**src/rtl/vram_arbiter.sv**
```systemverilog
// Purpose : single-port VRAM front end; video fetches win the RAM, CPU writes queue in a FIFO and drain into idle cycles.
// Latency : fetch sampled at edge T -> vram_dout valid after edge T+2; queued write reaches RAM one edge after acceptance at the earliest.
// Backpr. : cpu_ready low while the FIFO is full; a write offered while full is dropped and latches ovf until reset.
//
// Ports:
//   clk_sys, nRESET              clock, asynchronous active-low reset
//   ce_7mn, vram_addr, vram_dout video fetch slot strobe, fetch address, registered fetched byte
//   cpu_wr, cpu_addr, cpu_din    CPU write strobe/address/data
//   cpu_ready, ovf               FIFO not full, sticky dropped-write flag
//   mem_addr, mem_dout, mem_we   registered RAM address / write data / write enable
//   mem_din                      RAM read data, valid one clock after the address
module vram_arbiter #(
   parameter int unsigned FIFO_DEPTH = 4
) (
   input  logic        clk_sys,
   input  logic        nRESET,
   input  logic        ce_7mn,
   input  logic [14:0] vram_addr,
   output logic [7:0]  vram_dout,
   input  logic        cpu_wr,
   input  logic [14:0] cpu_addr,
   input  logic [7:0]  cpu_din,
   output logic        cpu_ready,
   output logic        ovf,
   output logic [14:0] mem_addr,
   output logic [7:0]  mem_dout,
   output logic        mem_we,
   input  logic [7:0]  mem_din
);

   localparam int unsigned PTR_W = (FIFO_DEPTH > 1) ? $clog2(FIFO_DEPTH) : 1;
   localparam int unsigned CNT_W = PTR_W + 1;
   localparam logic [CNT_W-1:0] FULL_CNT = CNT_W'(FIFO_DEPTH);

   typedef enum logic [1:0] {
      ST_IDLE       = 2'd0,
      ST_RD_ISSUE   = 2'd1,
      ST_RD_CAPTURE = 2'd2
   } state_t;

   state_t state_q, state_d;

   // write FIFO storage and bookkeeping
   logic [FIFO_DEPTH-1:0][14:0] fifo_addr_q, fifo_addr_d;
   logic [FIFO_DEPTH-1:0][7:0]  fifo_dat_q,  fifo_dat_d;
   logic [PTR_W-1:0]            wr_ptr_q, wr_ptr_d;
   logic [PTR_W-1:0]            rd_ptr_q, rd_ptr_d;
   logic [CNT_W-1:0]            count_q,  count_d;

   // read address captured at the fetch edge; mem_addr is reused by the drain
   // before the data comes back, so forwarding needs its own copy
   logic [14:0] rd_addr_q, rd_addr_d;

   logic [7:0]  vram_dout_q, vram_dout_d;
   logic [14:0] mem_addr_q,  mem_addr_d;
   logic [7:0]  mem_dout_q,  mem_dout_d;
   logic        mem_we_q,    mem_we_d;
   logic        ovf_q,       ovf_d;

   logic             take_read;
   logic             push;
   logic             pop;
   logic [7:0]       fwd_dat;
   logic [PTR_W-1:0] idx;

   assign cpu_ready = (count_q != FULL_CNT);
   assign push      = cpu_wr && cpu_ready;
   // a fetch is only accepted from IDLE; strobes during a read are ignored
   assign take_read = (state_q == ST_IDLE) && ce_7mn;
   // every cycle except the fetch edge is a drain opportunity
   assign pop       = !take_read && (count_q != '0);

   // Forwarding source for the capture edge. Candidates are scanned from
   // oldest to youngest so the last match wins: the pending RAM write first,
   // then FIFO entries from head towards tail.
   always_comb begin
      fwd_dat = mem_din;
      idx     = '0;
      if (mem_we_q && (mem_addr_q == rd_addr_q)) begin
         fwd_dat = mem_dout_q;
      end
      for (int i = 0; i < FIFO_DEPTH; i++) begin
         idx = rd_ptr_q + PTR_W'(i);
         if ((CNT_W'(i) < count_q) && (fifo_addr_q[idx] == rd_addr_q)) begin
            fwd_dat = fifo_dat_q[idx];
         end
      end
   end

   // next-state and datapath
   always_comb begin
      state_d     = state_q;
      fifo_addr_d = fifo_addr_q;
      fifo_dat_d  = fifo_dat_q;
      wr_ptr_d    = wr_ptr_q;
      rd_ptr_d    = rd_ptr_q;
      count_d     = count_q;
      rd_addr_d   = rd_addr_q;
      vram_dout_d = vram_dout_q;
      mem_addr_d  = mem_addr_q;
      mem_dout_d  = mem_dout_q;
      mem_we_d    = mem_we_q;
      ovf_d       = ovf_q;

      case (state_q)
         ST_IDLE: begin
            if (ce_7mn) begin
               state_d = ST_RD_ISSUE;
            end
         end
         ST_RD_ISSUE: begin
            state_d = ST_RD_CAPTURE;
         end
         ST_RD_CAPTURE: begin
            vram_dout_d = fwd_dat;
            state_d     = ST_IDLE;
         end
         default: begin
            state_d = ST_IDLE;
         end
      endcase

      // RAM port: fetch address, FIFO head, or nothing
      if (take_read) begin
         mem_addr_d = vram_addr;
         mem_we_d   = 1'b0;
         rd_addr_d  = vram_addr;
      end else if (pop) begin
         mem_we_d   = 1'b1;
         mem_addr_d = fifo_addr_q[rd_ptr_q];
         mem_dout_d = fifo_dat_q[rd_ptr_q];
      end else begin
         mem_we_d   = 1'b0;
      end

      if (push) begin
         fifo_addr_d[wr_ptr_q] = cpu_addr;
         fifo_dat_d[wr_ptr_q]  = cpu_din;
         wr_ptr_d              = wr_ptr_q + PTR_W'(1);
      end
      if (pop) begin
         rd_ptr_d = rd_ptr_q + PTR_W'(1);
      end

      case ({push, pop})
         2'b10:   count_d = count_q + CNT_W'(1);
         2'b01:   count_d = count_q - CNT_W'(1);
         default: count_d = count_q;
      endcase

      // readiness comes from the pre-edge count, so a pop on the same edge
      // does not rescue a write offered while full
      if (cpu_wr && !cpu_ready) begin
         ovf_d = 1'b1;
      end
   end

   always_ff @(posedge clk_sys or negedge nRESET) begin
      if (!nRESET) begin
         state_q     <= ST_IDLE;
         fifo_addr_q <= '0;
         fifo_dat_q  <= '0;
         wr_ptr_q    <= '0;
         rd_ptr_q    <= '0;
         count_q     <= '0;
         rd_addr_q   <= '0;
         vram_dout_q <= '0;
         mem_addr_q  <= '0;
         mem_dout_q  <= '0;
         mem_we_q    <= 1'b0;
         ovf_q       <= 1'b0;
      end else begin
         state_q     <= state_d;
         fifo_addr_q <= fifo_addr_d;
         fifo_dat_q  <= fifo_dat_d;
         wr_ptr_q    <= wr_ptr_d;
         rd_ptr_q    <= rd_ptr_d;
         count_q     <= count_d;
         rd_addr_q   <= rd_addr_d;
         vram_dout_q <= vram_dout_d;
         mem_addr_q  <= mem_addr_d;
         mem_dout_q  <= mem_dout_d;
         mem_we_q    <= mem_we_d;
         ovf_q       <= ovf_d;
      end
   end

   assign vram_dout = vram_dout_q;
   assign mem_addr  = mem_addr_q;
   assign mem_dout  = mem_dout_q;
   assign mem_we    = mem_we_q;
   assign ovf       = ovf_q;

endmodule

```
**config.mk**
```make
export PLATFORM = sky130hd
export DESIGN_NAME = vram_arbiter
export DESIGN_NICKNAME = d
export VERILOG_FILES = /design/src/rtl/vram_arbiter.sv
export SDC_FILE = /design/constraint.sdc
export NUM_CORES = 1
export LEC_CHECK = 0
export BUFFER_PORTS_ARGS = -buffer_cell sky130_fd_sc_hd__buf_2
export CAP_MARGIN = 30
export CORE_UTILIZATION = 45
export DETAILED_ROUTE_END_ITERATION = 7
export GPL_TIMING_DRIVEN = 0
export SLEW_MARGIN = 20
export SYNTH_ARGS = -nofsm -noshare
export SYNTH_HDL_FRONTEND = slang
export SYNTH_SLANG_ARGS = --single-unit
```
**constraint.sdc**
```tcl
create_clock -name clk_sys -period 3.9 [get_ports clk_sys]
set_clock_uncertainty 0.15 [all_clocks]
set_input_delay 0.585 -clock clk_sys [delete_from_list [all_inputs] [get_ports clk_sys]]
set_output_delay 0.585 -clock clk_sys [all_outputs]
set_load 0.02 [all_outputs]
```
==> impl_metrics.csv <==
group,metric,value,unit
run_status,status,"complete, no violations",
critical_path,worstPathArrival,3.97,ns
critical_path,cp_slowest_stage_delay,0.67,ns
finish,final_layout_size_suffix_gt1_share,28.0,%
finish,mostFrequentLayoutCells,"dfrtp_1 (149), mux2i_1 (116), mux2_2 (115)",
global_routing,grt_max_degree,96,
place,hpwl,18.9,mm
timing,rsz0062_at_grt,"false",
timing,hold_viol_final,0,
floorplan,core,20300,um^2
timing,post-route-period-util,96.1,%
global_routing,track_usage,25.3,%
global_routing,grt_antenna_before_repair,1,
cts,cts_max_path_buffers,2,
synth,synthesis.area_per_instance,10.8,um^2
drt,drt_wl_total,25.7,mm
critical_path,endpoint_kind,"flip-flop",
flow_run,maxCapViolations,0,
drt,wl_per_cell,20.4,um
floorplan,start_util,45.9,%
place,io_buffers,83,
floorplan,dieArea,21300,um^2
power,p_seq_share,27.1,%
critical_path,cp_top_family,"compound AO/OA/AOI/OAI gates",
floorplan,ios,84,
critical_path,path_buf_inv,3,
cts,clkSinkCount,149,
timing,drv_slew,0,
finish,nNetsFinal,1032,
synth,yosysUniqueCellTypes,42,
critical_path,cp_max_fo,10,
critical_path,start_kind,"flip-flop",
timing,relSlewSlack,43.7,%
drt,first_iter_violations,557,
critical_path,cp_slowest_cell,"a2111oi_1",
synth,netlist.area_leader.share,40.0,%
cts,htreeDepth,4,
power,leakagePower,4.82,nW
power,p_int,6.19,mW
power,clkPwrFrac,17.0,%
critical_path,crit_type,"flip-flop to flip-flop",
power,swShare,42.7,%
synth,synth.area.top_cells,"dfrtp_1 (40%), mux2_2 (14%), mux2i_1 (12%), xnor2_1 (5.3%), nand2_1 (3.9%)",
timing,layout_setup_ws,0.152,ns
synth,ys_ff_latch,149,
timing,min_period,3.75,ns
power,p_per_area,995,nW/um^2
floorplan,row_count,52,
drt,dr.pass1.iters,5,
place,pre_cts_ws,-0.0871,ns
global_routing,grt_pass1_wl,40.7,mm
cts,cts_tree,"done",
critical_path,crit_chain,"buf_6 > buf_4 > buf_2 > mux2i_1 > mux2i_1 > xor2_1 > a2111oi_1 > a31oi_1 > o21ai_0 > a21oi_1 > a21oi_1",
drt,vias,7097,
power,ir_drop,400,uV
cts,cts_buffers,17,
global_routing,gr-total-overflow,0,
floorplan,die_w,146,um
synth,syn_area,9330,um^2
timing,finalSetupViolations,0,
global_routing,grt_pass1_vias,6989,
drt,ant_nets,0,
timing,worst_slew_pin_slew,0.844,ns
synth,syn-num-nets,923,
finish,final_common_cell,"dfrtp_1",
cts,clkLatencyLatePin,0.43,ns
place,gp_congestion,0.974,
synth,yosys_warnings,0,
timing,setup_tns,0,ns
floorplan,die_h,146,um
hold_path,hold_path_class,"input pin to async pin",
synth,yosysSeqAreaShare,40.0,%
synth,syn_inst,864,
critical_path,required,4.12,ns
synth,yosysTopAreaCell,"dfrtp_1",
timing,fmax,0.267,GHz
finish,syn2layout_area_growth,16.4,%
power,power.switching,4.61,mW
drt,drc_errors,0,
power,combPwrFrac,55.9,%
drt,vias_per_cell,5.65,
cts,cts-root-buf,"clkbuf_16",
cts,clkTransAtPathRegs,0.06,ns
-- worst paths after layout --
kind	cells past startpoint	endpoint	slack [ns]	start
hold reg to reg	1	state_q[1]$_DFFE_PN0P_	0.30	state_q[1]$_DFFE_PN0P_
setup reg to reg	11	vram_dout[4]$_DFFE_PN0N_	0.15	rd_ptr_q[1]$_DFFE_PN0P_
min in group clk_sys	3	rd_addr_q[7]$_DFFE_PN0P_	0.21	vram_addr[7]
hold / removal	2	mem_dout[2]$_DFFE_PN0P_	0.02	nRESET
setup / recovery	11	vram_dout[4]$_DFFE_PN0N_	0.15	rd_ptr_q[1]$_DFFE_PN0P_
max in group asynchronous	3	fifo_addr_q[35]$_DFFE_PN0P_	2.93	nRESET
-- cells by family after synthesis --
| group | synth area share [%] |
|---|---|
| fa+ha+maj | 1.21 |
| flops | 40.0 |
| buf+inv | 3.82 |
| xor+xnor | 7.51 |
| compound gates | 7.27 |
| simple gates | 8.56 |
| mux | 31.6 |
-- per-stage QoR --
stage / power, mW / instances / area, um^2 / hold slack [ns] / util, %
6_report: 10.8 / 1257 / 10900 / 0.0184 / 53.5
5_1_grt: 11.5 / 1257 / 10900 / 0.0516 / 53.5
4_1_cts: 10.8 / 1252 / 10800 / 0.0334 / 53.3
3_5_place_dp: 8.90 / 1220 / 10200 / 0.293 / 50.1
3_3_place_gp: 8.81 / 1217 / 10100 / 0.286 / 49.7
2_1_floorplan: 7.28 / 864 / 9330 / 0.139 / -
-- synth_stat cells --
| master | count |
|---|---|
| nor2b_1 | 4 |
| a31oi_1 | 2 |
| nand3_1 | 2 |
| mux4_2 | 15 |
| clkinv_1 | 1 |
| inv_1 | 11 |
| xnor2_1 | 56 |
| nand4_1 | 11 |
| buf_4 | 7 |
| a2111oi_0 | 3 |
| or3_1 | 1 |
| dfrtp_1 | 149 |
| nor3_1 | 2 |
| a2111oi_1 | 1 |
| buf_2 | 8 |
| buf_6 | 3 |
| xor2_1 | 24 |
| a21oi_1 | 46 |
| nor4_2 | 2 |
| or2_2 | 2 |
| and2_1 | 2 |
| buf_12 | 1 |
| clkbuf_1 | 24 |
| o31ai_1 | 2 |
| o22ai_1 | 9 |
| o41ai_1 | 1 |
| mux4_1 | 6 |
| nor4_4 | 1 |
| nor3b_1 | 4 |
| o21ai_0 | 54 |
| mux2_2 | 115 |
| buf_1 | 20 |
| o2111ai_1 | 1 |
| a211oi_1 | 3 |
| a31o_2 | 2 |
| or4_1 | 1 |
| nand2b_1 | 8 |
| nor2_1 | 33 |
| nand2_1 | 97 |
| mux2i_1 | 116 |
| nor4_1 | 5 |
| ha_1 | 9 |
-- layer usage --
layer	track usage (%)	wire, um
met1	37.4	12200
met4	8.63	556
met2	37.6	11400
met5	0	0
met3	3.79	1620
-- layout make-up --
class                   count  area [um^2]
multi-input cells         640         5250
clock inverters            12          201
diodes                      1         2.50
plain buffers              63          312
well taps                 270          338
inverters                  12         45.0
flip-flops and latches    149         3730
repair buffers             90          534
clock buffers              20          447
fillers                  1848         9440
-- power by group through the flow --
stage / combinational, mW / sequential, mW / clock (mW)
final: 6.04 / 2.93 / 1.84
after global routing: 6.51 / 3.05 / 1.93
after CTS: 6.01 / 2.92 / 1.86
after detailed placement: 5.96 / 2.94 / 0
after global placement: 5.91 / 2.90 / 0
after floorplan: 4.34 / 2.94 / 0
-- flip-flops by register name, summed over array words and instances, names as in the netlist --
| register | cells |
|---|---|
| fifo_addr_q | 60 |
| fifo_dat_q | 32 |
| mem_addr | 15 |
| rd_addr_q | 15 |
| mem_dout | 8 |
| vram_dout | 8 |
| count_q | 3 |
| rd_ptr_q | 2 |
| state_q | 2 |
| wr_ptr_q | 2 |
| mem_we | 1 |
| ovf | 1 |
-- what timing repair did --
item,4_1_cts,5_1_grt
hold endpoints to repair,0,0
pin swaps,0,3
setup endpoints to repair,8,8
resized for setup,1,0
cloned,0,0
hold buffers,0,0
setup buffers,0,4
Note: power is estimated with default switching activity, not from simulation.
